==> src/rtl/counter_pkg.sv <==
// Shared types and constants for the BCD countdown counter family.
package counter_pkg;

  typedef enum logic [1:0] {
    StIdle = 2'b00,
    StRun  = 2'b01,
    StDone = 2'b10
  } state_e;

  localparam int unsigned DIGIT_W = 4;
  localparam logic [DIGIT_W-1:0] BCD_MAX = 4'd9;

endpackage

==> src/rtl/bcd_digit_dec.sv <==
// Combinational single-decade BCD decrement with borrow chaining.
module bcd_digit_dec
  import counter_pkg::*;
(
  input  logic [DIGIT_W-1:0] digit,
  input  logic               borrow_in,
  output logic [DIGIT_W-1:0] digit_next,
  output logic               borrow_out
);

  always_comb begin
    digit_next = digit;
    borrow_out = 1'b0;
    if (borrow_in) begin
      if (digit == '0) begin
        digit_next = BCD_MAX;
        borrow_out = 1'b1;
      end else begin
        digit_next = digit - 4'd1;
      end
    end
  end

endmodule

==> src/rtl/cascade_bcd_countdown.sv <==
// Multi-decade BCD down counter with programmable start, one-shot or auto-reload,
// and a one-cycle terminal-count pulse.
module cascade_bcd_countdown
  import counter_pkg::*;
#(
  parameter int unsigned DIGITS = 3
) (
  input  logic                      Clk,
  input  logic                      nReset,
  input  logic                      Enable,
  input  logic                      Load,
  input  logic [DIGIT_W*DIGITS-1:0] LoadValue,
  input  logic                      AutoReload,
  output logic [DIGIT_W*DIGITS-1:0] Count,
  output logic                      Tc,
  output logic                      Busy,
  output logic                      Done
);

  localparam int unsigned W = DIGIT_W * DIGITS;
  localparam logic [W-1:0] CountOne = W'(1);

  function automatic logic [W-1:0] clamp_bcd(input logic [W-1:0] v);
    logic [W-1:0] r;
    for (int i = 0; i < int'(DIGITS); i++) begin
      r[i*DIGIT_W +: DIGIT_W] = (v[i*DIGIT_W +: DIGIT_W] > BCD_MAX) ?
                                BCD_MAX : v[i*DIGIT_W +: DIGIT_W];
    end
    return r;
  endfunction

  state_e       state_q, state_d;
  logic [W-1:0] count_q, count_d;
  logic [W-1:0] reload_q, reload_d;
  logic         tc_q, tc_d;

  logic [W-1:0]    count_dec;
  logic [DIGITS:0] borrow;
  logic [W-1:0]    load_clamped;
  logic            is_zero, is_one, dec_wrap;

  assign borrow[0] = 1'b1;

  for (genvar g = 0; g < int'(DIGITS); g++) begin : g_dec
    bcd_digit_dec u_dec (
      .digit      (count_q[g*DIGIT_W +: DIGIT_W]),
      .borrow_in  (borrow[g]),
      .digit_next (count_dec[g*DIGIT_W +: DIGIT_W]),
      .borrow_out (borrow[g+1])
    );
  end

  assign load_clamped = clamp_bcd(LoadValue);
  assign is_zero      = (count_q == '0);
  assign is_one       = (count_q == CountOne);
  // A borrow out of the top decade can only come from an all-zero count.
  assign dec_wrap     = borrow[DIGITS];

  always_comb begin
    state_d  = state_q;
    count_d  = count_q;
    reload_d = reload_q;
    tc_d     = 1'b0;
    if (Load) begin
      count_d  = load_clamped;
      reload_d = load_clamped;
      state_d  = (load_clamped != '0) ? StRun : StIdle;
    end else begin
      case (state_q)
        StIdle: ;
        StRun: begin
          if (Enable) begin
            if (is_one) begin
              count_d = '0;
              tc_d    = 1'b1;
              if (!AutoReload) state_d = StDone;
            end else if (is_zero || dec_wrap) begin
              // Zero in RUN is the one-cycle gap of an auto-reload period.
              if (AutoReload) begin
                count_d = reload_q;
              end else begin
                count_d = '0;
                state_d = StDone;
              end
            end else begin
              count_d = count_dec;
            end
          end
        end
        StDone: count_d = '0;
        default: begin
          state_d = StIdle;
          count_d = '0;
        end
      endcase
    end
  end

  always_ff @(posedge Clk) begin
    if (!nReset) begin
      state_q  <= StIdle;
      count_q  <= '0;
      reload_q <= '0;
      tc_q     <= 1'b0;
    end else begin
      state_q  <= state_d;
      count_q  <= count_d;
      reload_q <= reload_d;
      tc_q     <= tc_d;
    end
  end

  assign Count = count_q;
  assign Tc    = tc_q;
  assign Busy  = (state_q == StRun);
  assign Done  = (state_q == StDone);

endmodule

==> config.mk <==
export PLATFORM = sky130hd
export DESIGN_NAME = cascade_bcd_countdown
export DESIGN_NICKNAME = d
export VERILOG_FILES = /design/src/rtl/counter_pkg.sv /design/src/rtl/bcd_digit_dec.sv /design/src/rtl/cascade_bcd_countdown.sv
export SDC_FILE = /design/constraint.sdc
export NUM_CORES = 1
export LEC_CHECK = 0
export ABC_CLOCK_PERIOD_IN_PS = 2040
export CAP_MARGIN = 10
export CORE_MARGIN = 2
export CORE_UTILIZATION = 31
export CTS_CLUSTER_SIZE = 16
export DETAILED_ROUTE_END_ITERATION = 10
export PLACE_DENSITY_LB_ADDON = 0.15
export SYNTH_ARGS = -nofsm -noshare
export SYNTH_HDL_FRONTEND = slang
export SYNTH_SLANG_ARGS = --single-unit
==> constraint.sdc <==
create_clock -name Clk -period 2.04 [get_ports Clk]
set_input_delay 0.408 -clock Clk [delete_from_list [all_inputs] [get_ports Clk]]
set_output_delay 0.408 -clock Clk [all_outputs]
set_load 0.005 [all_outputs]
==> summary.txt <==
Clock network
  – H-tree depth: 1
  – CTS Buffer Depth: 2
  – Clk Tree Root Cell: clkbuf_8
  – CTS tree: yes
  – Clock-pin slew on the worst setup and hold paths: 100 ps
  – Sink Count: 27
  – Hold_buf cts: 0
  – Post_cts resized: 0
  – CTS Buf Count: 3
  – Post-CTS setup buffer count: 0
  – Worst-Skew Late Latency: 280 ps

Min path
  – Min-Delay Path Class: reg2reg
  – Hold path depth: 2

Global routing
  – Largest net degree at the start of global routing: 29
  – Tot GR Track Use: 0.148
  – Vias in the first global route: 1448
  – Initial antenna violation count: 0
  – Remaining global-route overflow: 0
  – Global-route wire length before repair: 7060 um

Yosys
  – Synth warn: 0
  – Synth Flop Type: dfxtp_1
  – Post-synthesis cell count: 200
  – Register area share after synthesis: 0.331
  – Synthesized flop and latch total: 27
  – Syn Std Cell Area: 1630 um2
  – Synthesized area per cell: 8.16 um2
  – Number of synthesized flops with an enable pin: 0
  – Ys async rst share: 0
  – Mapped Nets: 222
  – Synth unique cells: 47

Finish
  – Finished Layout Cells: 310
  – Area growth from synthesis to layout: 30.8%
  – Share of layout cells above drive strength 1: 0.121
  – Highest-count cells in the layout ignoring fill and taps: 31 x clkdlybuf4s50_1, 27 x dfxtp_1, 25 x nand2_1
  – Nets: 263
  – Inserted Diodes: 0
  – Fill cells: 538
  – Commonest non-fill, non-tap cell in the layout: clkdlybuf4s50_1
  – Core Util, Final: 0.418

Detailed routing
  – 1st-iter DRT viols: 59
  – Final wirelength: 4260 um
  – DR vias: 1554
  – Residual DRC count: 0
  – Routed wire per std cell: 13.7 um
  – Post-DRT Antenna Nets: 0
  – Pre-antenna DRT Iters: 4
  – Vias per cell: 5.01

Run status
  – Status: finished, final reports clean

Run
  – MaxCap Viol Count: 0

Placed design
  – Placed Cells incl. Taps: 306
  – DP Wirelength: 3230 um
  – Placer Congestion: 0.818
  – Port bufs: 31

Critical path
  – CP required: 2200 ps
  – Crit-path max FO: 12
  – Reg2Reg Depth: 8
  – Crit path capture type: flip-flop
  – Critical path type: reg2reg
  – Arrival @ worst endpoint: 2000 ps
  – CP startpoint kind: flip-flop

Floorplan
  – Die area: 5860 um2
  – Die width: 76.5 um
  – Number of I/O pins: 32
  – Die extent in y: 76.5 um
  – Starting Density: 0.319
  – Core area: 5110 um2
  – Row count: 26

Timing
  – Peak Freq: 0.543 GHz
  – Final worst clock skew: 4.07 ps
  – RSZ-0062 raised after global routing: no
  – Slew @ Worst Pin: 501 ps
  – Max Slew Vio Count: 0
  – Fin crit period: 1840 ps
  – Final setup TNS: 0 ps
  – Post-route clock period utilization: 0.902
  – Slew HR: 0.663
  – Final hold viol count: 0
  – Final count of negative-setup-slack endpoints: 0

Pwr
  – Power per cell area: 644 nW/um2
  – Leak pwr: 0.757 nW
  – Worst vdd ir: 0.254 mV
[worst max-delay path: stages, from the launching register on]
cell and delay, ps:
dfxtp_1 340, inv_1 70, ha_1 230, nor3b_2 160
buf_4 190, and3_2 280, a31o_1 220, a21boi_1 150
a21oi_1 80
[through the flow]
| stage | hold WS [ps] | setup slack, ps | cell area [um2] | total power [mW] |
|---|---|---|---|---|
| global placement | 468 | 42.5 | 2090 | 1.07 |
| CTS | 490 | 211 | 2130 | 1.39 |
| global route | 511 | 20.0 | 2130 | 1.46 |
| finish | 484 | 199 | 2130 | 1.37 |
| floorplan | 452 | 405 | 1630 | 0.884 |
| detailed placement | 475 | 18.9 | 2090 | 1.07 |
[report_power, final]
part           leakage (nW)  switching, mW  internal, mW
combinational         0.511          0.216         0.224
clock                0.0228          0.173         0.140
sequential            0.223         0.0542         0.566
total                 0.757          0.443         0.931
[synthesized netlist by cell type (2+ instances only)]
| cell type | count | area, um2 |
|---|---|---|
| dfxtp_1 | 27 | 541 |
| nand2_1 | 25 | 93.8 |
| o21ai_0 | 15 | 75.1 |
| nand2b_1 | 13 | 81.3 |
| a21boi_0 | 11 | 82.6 |
| a31oi_1 | 10 | 62.6 |
| o21ai_1 | 10 | 50.1 |
| nor2b_1 | 8 | 50.1 |
| nand3_1 | 7 | 35.0 |
| nor2_1 | 7 | 26.3 |
| a21oi_1 | 6 | 30.0 |
| ha_1 | 5 | 62.6 |
| buf_2 | 4 | 20.0 |
| clkbuf_1 | 4 | 15.0 |
| inv_1 | 4 | 15.0 |
| o21a_1 | 4 | 30.0 |
| nor3_1 | 3 | 15.0 |
| nor4_1 | 3 | 18.8 |
| nand4_1 | 2 | 12.5 |
| nor3b_2 | 2 | 25.0 |
| o21bai_1 | 2 | 15.0 |
| o31ai_1 | 2 | 15.0 |
| xnor2_1 | 2 | 17.5 |
[flip-flops by register name, summed over array words and instances, names as in the netlist]
signal    cells
state_q       2
reload_q     12
Count        12
Tc            1
[cells by family (layout without fill, tap and decap cells)]
kind of cell | count (synthesis) | after routing | share of synthesized area
AOI/OAI and AO/OA | 74 | 74 | 0.306
xor gates and xnor gates | 2 | 2 | 0.0107
adders and majority gates | 5 | 5 | 0.0383
buffers and inverters | 13 | 53 | 0.0376
DFF | 27 | 27 | 0.331
and+or+nand+nor | 79 | 79 | 0.276
[area by class of cell]
class	instances	area, um2	area share
Inverter	4	15.0	0.00704
Multi-Input combinational cell	160	1030	0.483
Sequential cell	27	541	0.253
Timing Repair Buffer	45	415	0.195
Clock buffer	4	45.0	0.0211
Tap cell	70	87.6	0.0411
[routing by layer]
metal / part of all wire / vias up / global-route usage
li1: - / 811 / -
met1: 0.53 / 702 / 0.217
met2: 0.43 / 36 / 0.227
met3: 0.029 / 5 / 0.0178
met4: 0.013 / 0 / 0.0436
met5: 0 / - / 0
[path summary, 6_finish.rpt]
kind                       startpoint                        to  slack [ps]
max             Count[0]$_SDFFE_PN0P_     Count[6]$_SDFFE_PN0P_         200
min          reload_q[7]$_SDFFE_PN0P_  reload_q[7]$_SDFFE_PN0P_         480
max reg2reg     Count[0]$_SDFFE_PN0P_     Count[6]$_SDFFE_PN0P_         200
min reg2reg  reload_q[7]$_SDFFE_PN0P_  reload_q[7]$_SDFFE_PN0P_         480
No activity file was read; power rests on OpenSTA's default activity.
